==> src/rtl/rr_arb_mux.sv <==
// N-channel round-robin arbitrating mux with a single registered output stage.
// Optional channel locking is compiled in with `define MUX_LOCK_EN.
module rr_arb_mux #(
    parameter int NBits = 32,
    parameter int NCh   = 4,
    parameter int SelW  = $clog2(NCh)
) (
    input  logic                 clk,
    input  logic                 reset,
    input  logic [NCh-1:0]       in_valid,
    input  logic [NCh*NBits-1:0] in_data,
`ifdef MUX_LOCK_EN
    input  logic [NCh-1:0]       in_lock,
`endif
    output logic [NCh-1:0]       in_ready,
    output logic                 out_valid,
    output logic [NBits-1:0]     out_data,
    output logic [SelW-1:0]      out_sel,
    input  logic                 out_ready
);

    logic             out_valid_q, out_valid_d;
    logic [NBits-1:0] out_data_q, out_data_d;
    logic [SelW-1:0]  out_sel_q, out_sel_d;
    logic [SelW-1:0]  ptr_q, ptr_d;
    logic [SelW-1:0]  grant_idx;
    logic             found;
    logic             can_load;
    logic             xfer;
    logic             lock_active;

`ifdef MUX_LOCK_EN
    logic lock_q, lock_d;
    assign lock_active = lock_q;
`else
    assign lock_active = 1'b0;
`endif

    assign can_load = !out_valid_q || out_ready;
    assign xfer     = !reset && found && can_load;

    // While locked only the channel that holds the lock may compete.
    always_comb begin
        int              idx;
        logic [SelW-1:0] idx_s;
        found     = 1'b0;
        grant_idx = '0;
        idx       = 0;
        idx_s     = '0;
        if (lock_active) begin
            found     = in_valid[out_sel_q];
            grant_idx = out_sel_q;
        end else begin
            for (int i = 0; i < NCh; i++) begin
                idx = int'(ptr_q) + i;
                if (idx >= NCh) begin
                    idx = idx - NCh;
                end
                idx_s = idx[SelW-1:0];
                if (!found && in_valid[idx_s]) begin
                    found     = 1'b1;
                    grant_idx = idx_s;
                end
            end
        end
    end

    always_comb begin
        in_ready = '0;
        if (xfer) begin
            in_ready[grant_idx] = 1'b1;
        end
    end

    always_comb begin
        out_valid_d = out_valid_q;
        out_data_d  = out_data_q;
        out_sel_d   = out_sel_q;
        ptr_d       = ptr_q;
        if (xfer) begin
            out_valid_d = 1'b1;
            out_data_d  = in_data[int'(grant_idx)*NBits +: NBits];
            out_sel_d   = grant_idx;
            ptr_d       = (grant_idx == SelW'(NCh - 1)) ? '0 : grant_idx + SelW'(1);
        end else if (out_ready) begin
            out_valid_d = 1'b0;
        end
    end

`ifdef MUX_LOCK_EN
    always_comb begin
        lock_d = lock_q;
        if (xfer) begin
            lock_d = in_lock[grant_idx];
        end
    end

    always_ff @(posedge clk) begin
        if (reset) begin
            lock_q <= 1'b0;
        end else begin
            lock_q <= lock_d;
        end
    end
`endif

    always_ff @(posedge clk) begin
        if (reset) begin
            out_valid_q <= 1'b0;
            out_data_q  <= '0;
            out_sel_q   <= '0;
            ptr_q       <= '0;
        end else begin
            out_valid_q <= out_valid_d;
            out_data_q  <= out_data_d;
            out_sel_q   <= out_sel_d;
            ptr_q       <= ptr_d;
        end
    end

    assign out_valid = out_valid_q;
    assign out_data  = out_data_q;
    assign out_sel   = out_sel_q;

endmodule

==> config.mk <==
export PLATFORM = sky130hd
export DESIGN_NAME = rr_arb_mux
export DESIGN_NICKNAME = d
export VERILOG_FILES = /design/src/rtl/rr_arb_mux.sv
export SDC_FILE = /design/constraint.sdc
export NUM_CORES = 1
export LEC_CHECK = 0
export BUFFER_PORTS_ARGS = -buffer_cell sky130_fd_sc_hd__buf_4
export CAP_MARGIN = 10
export CORE_ASPECT_RATIO = 1.2
export CORE_MARGIN = 8
export CORE_UTILIZATION = 25
export DETAILED_ROUTE_END_ITERATION = 16
export GPL_TIMING_DRIVEN = 0
export SYNTH_ARGS = -nofsm -noshare
export SYNTH_HDL_FRONTEND = slang
export SYNTH_SLANG_ARGS = --single-unit
==> constraint.sdc <==
create_clock -name clk -period 3.2 [get_ports clk]
set_clock_uncertainty 0.05 [all_clocks]
set_input_delay 0 -clock clk [delete_from_list [all_inputs] [get_ports clk]]
set_output_delay 0 -clock clk [all_outputs]
set_load 0.01 [all_outputs]
* Word-level counts from Yosys, hierarchy flattened *
Index checks and enable logic that the tools add are counted.

operators by class
  add/sub/neg operators = 8
  magnitude comparators = 10
  equality and inequality tests = 1
  shift operators = 1
  multiplexer cells = 26
  reduce and logical (&&, ||, !) cells = 13

operators with widths
  cell                                                                   number
  128-bit by 8-bit indexed part select with 32-bit output                1
  2-bit 2-to-1 mux                                                       9
  2-bit by 3-bit < comparator with 1-bit output, second input constant   5
  1-bit 2-to-1 mux                                                       11
  3-bit >= comparator, second input constant                             3
  1-bit binary-select mux with 2-bit select                              4
  2-bit by 1-bit subtractor with 2-bit output, second input constant     4
  2-bit by 2-bit adder with 3-bit output, second input constant          2
  1-bit logical AND                                                      6
  1-bit logical NOT                                                      5
  4-bit 2-to-1 mux                                                       1
  2-bit by 1-bit adder with 3-bit output, second input constant          1
  2-bit by 3-bit >= comparator with 1-bit output, second input constant  1
  2-bit by 1-bit adder with 2-bit output, second input constant          1
  1-bit demux with 2-bit select                                          1
  2-bit == test, second input constant                                   1
  2-bit by 1-bit >= comparator with 1-bit output, second input constant  1
  2-bit nonzero test                                                     1
  1-bit logical OR                                                       1

storage, ports and cells
  bits in registers = 37
  bits of input ports = 135
  word-level logic and storage cells = 63

* Logic depth before layout (Yosys ltp) *
  depth after elaboration = 19
  depth in mapped cells = 8
  mapped depth without buffers = 7

* Worst setup path after synthesis *
No wires, ideal clock.

  kind = register -> register
  start point = reg ptr_q[0]
  end point = reg ptr_q[1]
  arrival = 1788 ps
  data required time = 3012 ps
  slack = 1224 ps
  stages on the path, launching flop included = 9
  buffers on the path = 2
  clock period less this slack = 1976 ps
  path through = dfxtp_1 -> and2b_1 -> or4b_1 -> buf_6 -> nand2_8 -> buf_12 -> ha_1 -> nand2_1 -> o21ai_0

on the way
  word-level cells in the longest chain between the ends = 16
  elaborated cells on any way between the ends = 42
  those cells by class = 8 x add/sub; 4 x order compare; 1 x eq/ne; 21 x mux; 8 x reduce/logical

RTL lines
  what                                                                             RTL line  text
  from (decl)                                                                      25        logic [SelW-1:0] ptr_q, ptr_d;
  from (signal assigned)                                                           117       ptr_q <= ptr_d;
  branches (longest 16 deep; another with 2-bit by 1-bit adder with 3-bit output)  --

Several ways; the timed one is not identified. The select of a mux whose other input is x is not followed.
A chain may end at the register's enable or synchronous reset.

* Worst setup path after layout *
  start point = reg ptr_q[0]
  end point = reg out_data_q[29] (netlist: out_data[29])

on the way
  word-level cells in the longest chain between the ends = 16
  elaborated cells on any way between the ends = 40
  those cells by class = 7 x add/sub; 4 x order compare; 1 x shift; 20 x mux; 8 x reduce/logical

RTL lines
  what                                                                             RTL line  text
  branches (longest 16 deep; another with 2-bit by 1-bit adder with 3-bit output)  --
  to (signal assigned)                                                             115       out_data_q <= out_data_d;
  to (decl)                                                                        23        logic [NBits-1:0] out_data_q, out_data_d;

Several ways; the timed one is not identified. The select of a mux whose other input is x is not followed.

==> impl.org <==
** Timing
- Measured slew at the worst slew-check pin :: 0.7338 ns
- The worst pin sits at a relative slew slack of 51.08%.
- Setup repair after global routing left no endpoint under its margin.
- Setup violations remaining at the end of the flow were counted as 0.
- The hold violation count in the final report is 0.
- Period Utilization, post-route :: 83.57%
- Setup total negative slack :: 0 ns
- Upper clock frequency limit :: 0.3739 GHz
- Final Max Slew Viols :: 0
- The routed design could run at a clock period as short as 2.674 ns.

** Place
- Routability-driven placement finished with a final weighted congestion of 0.8280.
- Detailed placement HPWL :: 9.481 mm
- Port Buf Inserts :: 173

** Drt
- Vias per cell :: 4.962
- After detailed routing, the average wire length per cell comes to 18.58 um.
- Total via count in the routed design :: 3290
- Final routed DRC violation total :: 0
- In this run, the number of DRC markers left after iteration 0 of detailed routing was 176.
- After detailed routing, the total wire length is 12.32 mm.
- Residual antenna-violating net count after detailed routing :: 0
- Number of iterations in the first detailed-routing pass :: 4

** Floorplanning
- Die Outline Area :: 14740 um^2
- For this design the top-level I/O count stands at 174.
- Horizontal die dimension :: 112.2 um
- Measured along the y axis, the die boundary spans 131.4 um.
- Initial Utilization :: 25.39%
- In this run the core area contains 42 standard-cell rows.
- The core region is 10930 um^2.

** Yosys
- In this run, synthesis inferred 0 flip-flops with an integrated enable.
- Yosys printed 0 warnings.
- Post-Syn Nets :: 436
- Avg Synthesized Cell Area :: 9.251 um^2
- The most used flip-flop cell after synthesis is sky130_fd_sc_hd__dfxtp_1.
- Cell variety after synth :: 40
- Synth async-reset ratio :: 0%
- In this run the cell area of the synthesized design comes to 2775 um^2.
- Synthesis produced 300 cells.
- Sequential elements use 26.69% of the synthesized area.
- Synthesis inferred 37 register bits.

** Power and ir drop
- Relative contribution of the clock network to total power :: 19.3%
- The share of total power dissipated in combinational logic is 55.1%.
- Power density of the placed cells :: 532.6 nW/um^2
- Portion of total power attributed to sequential cells :: 25.6%
- Proportion of total power due to net switching :: 37.64%
- The internal portion of the total power is 1625 uW.
- Static Leak :: 0.002223 uW
- Worst IR drop on VDD :: 0.1873 mV
- Power spent charging and discharging nets :: 980.8 uW
- Overall power after layout :: 2606 uW

** Worst setup path
- Grouping stages by cell kind, the critical path spends the most delay in buffers and inverters.
- Worst reg2reg path startpoint :: ptr_q[0]$_SDFFE_PP0P_
- Sort of element at the end of the critical path :: register
- STA puts the critical path data arrival time at 2.79 ns.
- Crit path required time :: 3.31 ns
- In this design, the stage delay of the slowest critical-path cell is 0.59 ns.
- The slowest stage of the critical path is the sky130_fd_sc_hd__dlygate4sd3_1 cell.
- Of all nets on the critical path, the largest fanout is 10.
- Walking the worst path, the cells encountered are and2b_1 > or4b_1 > buf_6 > nand2_8 > buf_12 > mux2i_1 > dlygate4sd3_1 > o211ai_2.
- Startpoint types :: register
- Category of the most critical setup path :: register to register
- Bufs and invs on worst path :: 3
- Launch point of the critical path :: ptr_q[0]$_SDFFE_PP0P_

** GRT
- Summed over all layers, the global routing overflow is 0.
- The initial antenna violation count was 0.
- Number of global-route vias before repair :: 3524
- Maximum number of pins on one net before global-route repair :: 11
- The first global-routing pass estimated 19.10 mm of wire.
- Across every metal layer, demand over resource in global routing totals 16.27%.

** Clocking
- Root buf cell :: sky130_fd_sc_hd__clkbuf_16
- The clock net in this run drives a total of 37 sinks.
- CTS Buf Count :: 5
- The clock tree synthesis step divided the H-tree into 2 levels.
- TritonCTS built the clock tree.
- # Post-CTS Setup Buffers :: 0
- At the later pin of the worst-skew pair, clock insertion delay measures 0.28 ns.
- Max Buffers Root-to-Sink :: 2
- Clock Pin Slew Worst Setup and Hold Paths :: 0.06 ns

** Final layout
- In the layout the commonest cells are sky130_fd_sc_hd__buf_4 (174), sky130_fd_sc_hd__dlygate4sd3_1 (51), sky130_fd_sc_hd__nand2_1 (40).
- Sequential cell area :: 740.7 um^2
- After filler insertion, the fill cell instance count of the layout stands at 1050.
- In the final design database the tool counted 667 nets.
- The multi-input combinational cells in the finished layout cover a total of 1819 um^2.
- Leaving out fill and tap cells, the most frequent cell in the layout is sky130_fd_sc_hd__buf_4.
- Post-Route Utilization :: 44.76%
- The post-route netlist has 48.02% of its cells at a drive strength greater than 1.
- 0 antenna diodes ended up in the layout.
- Relative to the synthesized area, the layout overhead comes to 76.28%.

** Hold path
- Class of the tightest hold or removal check :: input pin to register
- The startpoint identified for the worst hold timing path is in_data[43].

** Job
- Maxcap violations :: 0

** Outcome
- The run finished with clean final reports.
## Yosys cell counts, drive strengths merged (2+ instances only)
master / instances / area share (%)
mux2i: 19 / 6.9
nand3: 20 / 3.6
a211oi: 26 / 11
buf: 18 / 6.1
and2b: 2 / 0.63
a211o: 19 / 6.0
nor4: 2 / 0.99
o21ai: 21 / 3.8
o31ai: 13 / 5.9
nand2: 41 / 6.1
nor2: 8 / 1.2
o211ai: 19 / 8.6
and3: 26 / 5.9
dfxtp: 37 / 27
nor2b: 4 / 0.90
clkbuf: 11 / 1.5
## layout make-up
type                            count  share of cell area [%]
Timing Repair Buffer              224                   36.98
Tap cell                          132                   3.376
Inverter                            1                 0.07673
Multi-Input combinational cell    233                   37.19
Clock buffer                        7                   2.916
Buffer                             29                   4.322
Sequential cell                    37                   15.14
## flip-flops by register name (all words and copies together) (netlist names)
signal and cells:
out_data 32, out_sel 2, ptr_q 2, out_valid 1
## layer usage
metal / share of wire [%] / vias to the layer above / global-route usage, % / wire (um)
met1: 39 / 1518 / 17.46 / 4788
met5: 0 / - / 0 / 0
met3: 9.0 / 16 / 5.775 / 1109
met2: 50 / 153 / 29.00 / 6161
li1: - / 1603 / - / -
met4: 2.1 / 0 / 5.184 / 261
## logic make-up after synthesis
kind of cell | after synthesis | synth area share, %
AO/OA/AOI/OAI | 103 | 36.61
multiplexers | 19 | 6.853
flip-flops | 37 | 26.69
adder cells (fa/ha/maj) | 1 | 0.4508
buffers and inverters | 30 | 7.755
AND/OR/NAND/NOR | 110 | 21.64
## power by group through the flow
stage               logic (uW)  clock network (uW)  registers [uW]
floorplan                  766                   0             717
CTS                       1450                 520             666
global placement          1340                   0             667
finish                    1440                 503             667
global route              1550                 533             682
detailed placement        1350                   0             673
## final timing paths
check | endpoint | slack [ns] | cells past startpoint
setup reg to reg | out_data[29]$_SDFFE_PP0P_ | 0.53 | 8
hold / removal | out_data[11]$_SDFFE_PP0P_ | 0.007 | 3
hold reg to reg | out_sel[0]$_SDFFE_PP0P_ | 0.41 | 2
setup / recovery | out_data[29]$_SDFFE_PP0P_ | 0.53 | 8
## tightest hold or removal path, cell delays in order
cell and delay, ns:
sky130_fd_sc_hd__buf_4 0.08, sky130_fd_sc_hd__a211oi_2 0.05, sky130_fd_sc_hd__o31ai_2 0.17
## stage by stage
step / std cells / setup slack [ns] / area (um^2) / hold WS, ns
2_1_floorplan: 300 / 1.224 / 2775 / 0.01907
3_3_place_gp: 605 / 0.9161 / 4239 / 0.1631
3_5_place_dp: 605 / 0.8288 / 4239 / 0.1713
4_1_cts: 663 / 0.5459 / 4892 / 0.004029
5_1_grt: 663 / 0.4252 / 4892 / 0.01171
6_report: 663 / 0.5258 / 4892 / 0.007291
## repair_timing
| item | 4_1_cts | 5_1_grt |
|---|---|---|
| hold buffers | 51 | 0 |
| resized for setup | 0 | 0 |
| endpoints found under the hold margin | 33 | 0 |
Note: power is estimated with default switching activity, not from simulation.
